===== src/rtl/dct_pingpong_transpose.sv =====
// rtl/dct_pingpong_transpose.sv - 8x8 ping-pong transpose buffer between DCT row and column passes
// Rows are written into one bank while the other, once full, is read out column by column.
module dct_pingpong_transpose #(
    parameter int DW = 12,
    parameter int N  = 8
) (
    input  logic                 sys_clk,
    input  logic                 sys_rst_n,
    input  logic signed [DW-1:0] DCT_data_o_z0,
    input  logic signed [DW-1:0] DCT_data_o_z1,
    input  logic signed [DW-1:0] DCT_data_o_z2,
    input  logic signed [DW-1:0] DCT_data_o_z3,
    input  logic signed [DW-1:0] DCT_data_o_z4,
    input  logic signed [DW-1:0] DCT_data_o_z5,
    input  logic signed [DW-1:0] DCT_data_o_z6,
    input  logic signed [DW-1:0] DCT_data_o_z7,
    input  logic                 data_en,
    output logic [N*DW-1:0]      data_out,
    output logic                 data_out_vld,
    output logic                 rd_end
);

    localparam int AW = $clog2(N);
    localparam logic [AW-1:0] LAST = AW'(N - 1);

    logic [DW-1:0]   r_mem [0:1][0:N-1][0:N-1];
    logic [DW-1:0]   w_row [0:N-1];
    logic [N*DW-1:0] w_col_word;

    logic [AW-1:0]   r_wr_row;
    logic            r_wr_bank;
    logic [1:0]      r_full;
    logic [1:0]      w_full_nxt;
    logic [AW-1:0]   r_rd_col;
    logic            r_rd_bank;
    logic            w_wr_last;
    logic            w_rd_go;
    logic            w_rd_last;

    logic [N*DW-1:0] r_data_out;
    logic            r_data_out_vld;
    logic            r_rd_end;

    assign w_row[0] = DCT_data_o_z0;
    assign w_row[1] = DCT_data_o_z1;
    assign w_row[2] = DCT_data_o_z2;
    assign w_row[3] = DCT_data_o_z3;
    assign w_row[4] = DCT_data_o_z4;
    assign w_row[5] = DCT_data_o_z5;
    assign w_row[6] = DCT_data_o_z6;
    assign w_row[7] = DCT_data_o_z7;

    assign w_wr_last = data_en && (r_wr_row == LAST);
    // A read runs whenever the bank under the read pointer is full; back-to-back blocks chain without a gap.
    assign w_rd_go   = r_full[r_rd_bank];
    assign w_rd_last = w_rd_go && (r_rd_col == LAST);

    always_comb begin
        w_full_nxt = r_full;
        if (w_rd_last) begin
            w_full_nxt[r_rd_bank] = 1'b0;
        end
        if (w_wr_last) begin
            w_full_nxt[r_wr_bank] = 1'b1;
        end
    end

    always_comb begin
        w_col_word = '0;
        for (int k = 0; k < N; k++) begin
            w_col_word[k*DW +: DW] = r_mem[r_rd_bank][k][r_rd_col];
        end
    end

    // Storage carries no reset: the full flags alone decide what is ever read.
    always_ff @(posedge sys_clk) begin
        if (data_en) begin
            for (int c = 0; c < N; c++) begin
                r_mem[r_wr_bank][r_wr_row][c] <= w_row[c];
            end
        end
    end

    always_ff @(posedge sys_clk or negedge sys_rst_n) begin
        if (!sys_rst_n) begin
            r_wr_row       <= '0;
            r_wr_bank      <= 1'b0;
            r_full         <= 2'b00;
            r_rd_col       <= '0;
            r_rd_bank      <= 1'b0;
            r_data_out     <= '0;
            r_data_out_vld <= 1'b0;
            r_rd_end       <= 1'b0;
        end else begin
            if (data_en) begin
                r_wr_row <= r_wr_row + 1'b1;
                if (w_wr_last) begin
                    r_wr_bank <= ~r_wr_bank;
                end
            end
            r_full <= w_full_nxt;
            if (w_rd_go) begin
                r_data_out     <= w_col_word;
                r_data_out_vld <= 1'b1;
                r_rd_end       <= w_rd_last;
                r_rd_col       <= r_rd_col + 1'b1;
                if (w_rd_last) begin
                    r_rd_bank <= ~r_rd_bank;
                end
            end else begin
                r_data_out_vld <= 1'b0;
                r_rd_end       <= 1'b0;
            end
        end
    end

    assign data_out     = r_data_out;
    assign data_out_vld = r_data_out_vld;
    assign rd_end       = r_rd_end;

endmodule


===== config.mk =====
export PLATFORM = sky130hd
export DESIGN_NAME = dct_pingpong_transpose
export DESIGN_NICKNAME = d
export VERILOG_FILES = /design/src/rtl/dct_pingpong_transpose.sv
export SDC_FILE = /design/constraint.sdc
export NUM_CORES = 2
export LEC_CHECK = 0
export CORE_MARGIN = 8
export CORE_UTILIZATION = 45
export DETAILED_ROUTE_END_ITERATION = 16
export HOLD_SLACK_MARGIN = 0.15
export PLACE_DENSITY_LB_ADDON = 0.1
export SYNTH_ARGS = -nofsm -noshare
export SYNTH_HDL_FRONTEND = slang
export SYNTH_SLANG_ARGS = --single-unit

===== constraint.sdc =====
create_clock -name sys_clk -period 12.1 [get_ports sys_clk]
set_clock_uncertainty 0.1 [all_clocks]
set_input_delay 1.815 -clock sys_clk [delete_from_list [all_inputs] [get_ports sys_clk]]
set_output_delay 1.815 -clock sys_clk [all_outputs]
set_load 0.01 [all_outputs]

==> impl_metrics.json <==
{
  "outcome": "finished, final reports clean",
  "start_kind": "input pin",
  "grt_pass1_vias": 40113,
  "finalSetupViolCount": 0,
  "fmax_ghz": 0.167,
  "cp_data_required_time_ns": 12.41,
  "floorplan.rows": 143,
  "path_clk_slew_ns": 0.06,
  "postCtsSetupBuffers": 0,
  "dpl-instance-area_um2": 71900,
  "root_buffer": "clkbuf_16",
  "antenna_found_initial": 45,
  "dp_hpwl_um": 123000,
  "synthArstFlopShare_pct": 6.57,
  "yosys_warnings": 0,
  "tightest_slew_ns": 1.22,
  "gp_congestion": 0.779,
  "hold_buffers": 0,
  "drc": 0,
  "fillerInstances": 12794,
  "final_cell_mix": "1,549 x nand2_1, 1,536 x edfxtp_1, 288 x mux4_2",
  "ys_ff_latch": 1644,
  "synthDistinctLibCells": 31,
  "io_pins": 197,
  "crit_slowest_cell": "clkdlybuf4s50_1",
  "clockBufferDepth": 3,
  "drt_wl_total_um": 225000,
  "stdcell_count": 6783,
  "syn_area_per_cell_um2": 15.3,
  "leakage_nw": 26.8,
  "powerDensity_nw_per_um2": 235,
  "grt_start_max_net_pins": 119,
  "synth_ff_type": "edfxtp_1",
  "final_common_cell": "nand2_1",
  "initial_core_util_pct": 45.2,
  "yosysTopAreaCell": "edfxtp_1",
  "synth.top_cell.area_share_pct": 67.5,
  "finalPower_mw": 18.2,
  "dieArea_um2": 165000,
  "drv_slew": 0,
  "multi_input_area_um2": 18000,
  "clock_latency_ns": 0.80,
  "syn-num-nets": 4564,
  "cts_tree": "done",
  "rsz0062_at_grt": "no",
  "dr.first_iter.drc_count": 6118,
  "grt_pass1_wl_um": 308000,
  "arrival_ns": 6.29,
  "drv_cap": 0,
  "max-vdd-ir-drop_mv": 0.272,
  "drtAntennaViolNets": 0,
  "grt-ovfl-total": 0,
  "core_area_um2": 151000,
  "fin_crit_sh_pct": 49.4,
  "wl_per_cell_um": 33.1,
  "vias": 40892,
  "synth.cell_area_um2": 68300,
  "dp.cells": 6442,
  "numCtsBuffers": 176,
  "period_needed_ns": 5.98,
  "place.port_buffers": 196,
  "crit_fanout": 70,
  "crit_chain": "clkdlybuf4s50_1 > nor2b_1 > nand3_1 > nor2_4 > buf_4",
  "hold_violations": 0,
  "syn_inst": 4461,
  "fin_nets": 4693,
  "synth_area_leaders": "edfxtp_1 67%, mux4_2 9.5%, nand2_1 8.5%",
  "area_growth_pct": 13.3,
  "regArea_um2": 48800,
  "hold_path_class": "flop to flop",
  "grt_usage_pct": 26.9,
  "final_area_um2": 77400,
  "cp-end-kind": "flop",
  "synth-edff-count": 1536,
  "die_y_um": 406,
  "routed_via_density": 6.03,
  "cts_sinks": 1644,
  "final_layout_size_suffix_gt1_share_pct": 17.2,
  "h-tree-depth": 4,
  "die_w_um": 406,
  "cts_resized": 0,
  "critPathKind": "input pin to flop",
  "critPathMaxStageDelay_ns": 1.07,
  "firstDrtPassIters": 6,
  "relSlewSlack_pct": 18.9,
  "yosysSeqAreaShare_pct": 71.4,
  "setup-tns-final_ns": 0
}
[per-layer routing]
| layer | vias up | share of wire (%) | global-route usage [%] |
|---|---|---|---|
| li1 | 16942 | - | - |
| met1 | 21295 | 41 | 39.9 |
| met2 | 2321 | 44 | 40.0 |
| met3 | 318 | 12 | 6.70 |
| met4 | 16 | 2.7 | 7.17 |
| met5 | - | 0.046 | 0 |
[cell type report]
class	count	area share [%]
Antenna cell	10	0.0323
Clock buffer	257	6.41
Clock inverter	74	0.724
Inverter	2	0.00970
Multi-Input combinational cell	2470	23.2
Sequential cell	1644	63.1
Tap cell	2030	3.28
Timing Repair Buffer	296	3.20
[critical path, delay by kind of cell]
kind                   cells  cell delay (ns)
AND/OR/NAND/NOR            3             2.44
buffers and inverters      2             1.96
[logic make-up (layout without fill, tap and decap cells)]
family | Yosys count | in the layout | share of synthesized area [%]
adder cells (fa/ha/maj) | 4 | 4 | 0.0732
AO/OA/AOI/OAI | 292 | 292 | 3.20
AND/OR/NAND/NOR | 1592 | 1592 | 8.83
other | 0 | 10 | 0
multiplexers | 579 | 579 | 13.9
XOR/XNOR | 3 | 3 | 0.0385
flip-flops | 1644 | 1644 | 71.4
buffers and inverters | 347 | 629 | 2.49
[sequential cells by signal, summed over array words and instances, names as in the netlist]
| register | count |
|---|---|
| data_out | 96 |
| rd_end | 1 |
| data_out_vld | 1 |
| r_rd_bank | 1 |
| r_wr_row | 3 |
| r_mem | 1536 |
| r_rd_col | 3 |
| r_full | 2 |
| r_wr_bank | 1 |
[where the power goes]
part,internal (mW),switching (mW)
clock,2.95,2.24
sequential,7.19,0.436
combinational,2.15,3.19
total,12.3,5.87
[through the flow]
| step | hold WS (ns) | utilization (%) | setup WS [ns] |
|---|---|---|---|
| global placement | 0.397 | 47.5 | 5.40 |
| detailed placement | 0.405 | 47.5 | 5.42 |
| floorplan | 0.358 | - | 4.75 |
| global route | 0.436 | 51.1 | 5.95 |
| CTS | 0.419 | 51.1 | 6.27 |
| finish | 0.414 | 51.1 | 6.12 |
[Yosys cell counts, drive strengths merged (5+ instances only)]
library cell / n
mux2i: 193
nand2: 1549
nor2: 17
clkbuf: 134
mux2: 98
edfxtp: 1536
and2: 7
mux4: 288
a22oi: 191
o211ai: 95
nand3: 5
buf: 211
dfrtp: 108
[final timing paths]
path	startpoint	to	slack (ns)	depth (start not counted)
worst max-delay path	data_en	r_mem[0][449]	6.12	5
worst min-delay path	data_out[6]	data_out[6]	0.41	2
worst max register to register	r_wr_row[0]	r_mem[0][261]	7.61	5
worst min register to register	data_out[6]	data_out[6]	0.41	2
max in group asynchronous	sys_rst_n	data_out[23]	9.53	2
min in group asynchronous	sys_rst_n	data_out[50]	0.93	1
No activity file was read; power rests on OpenSTA's default activity.
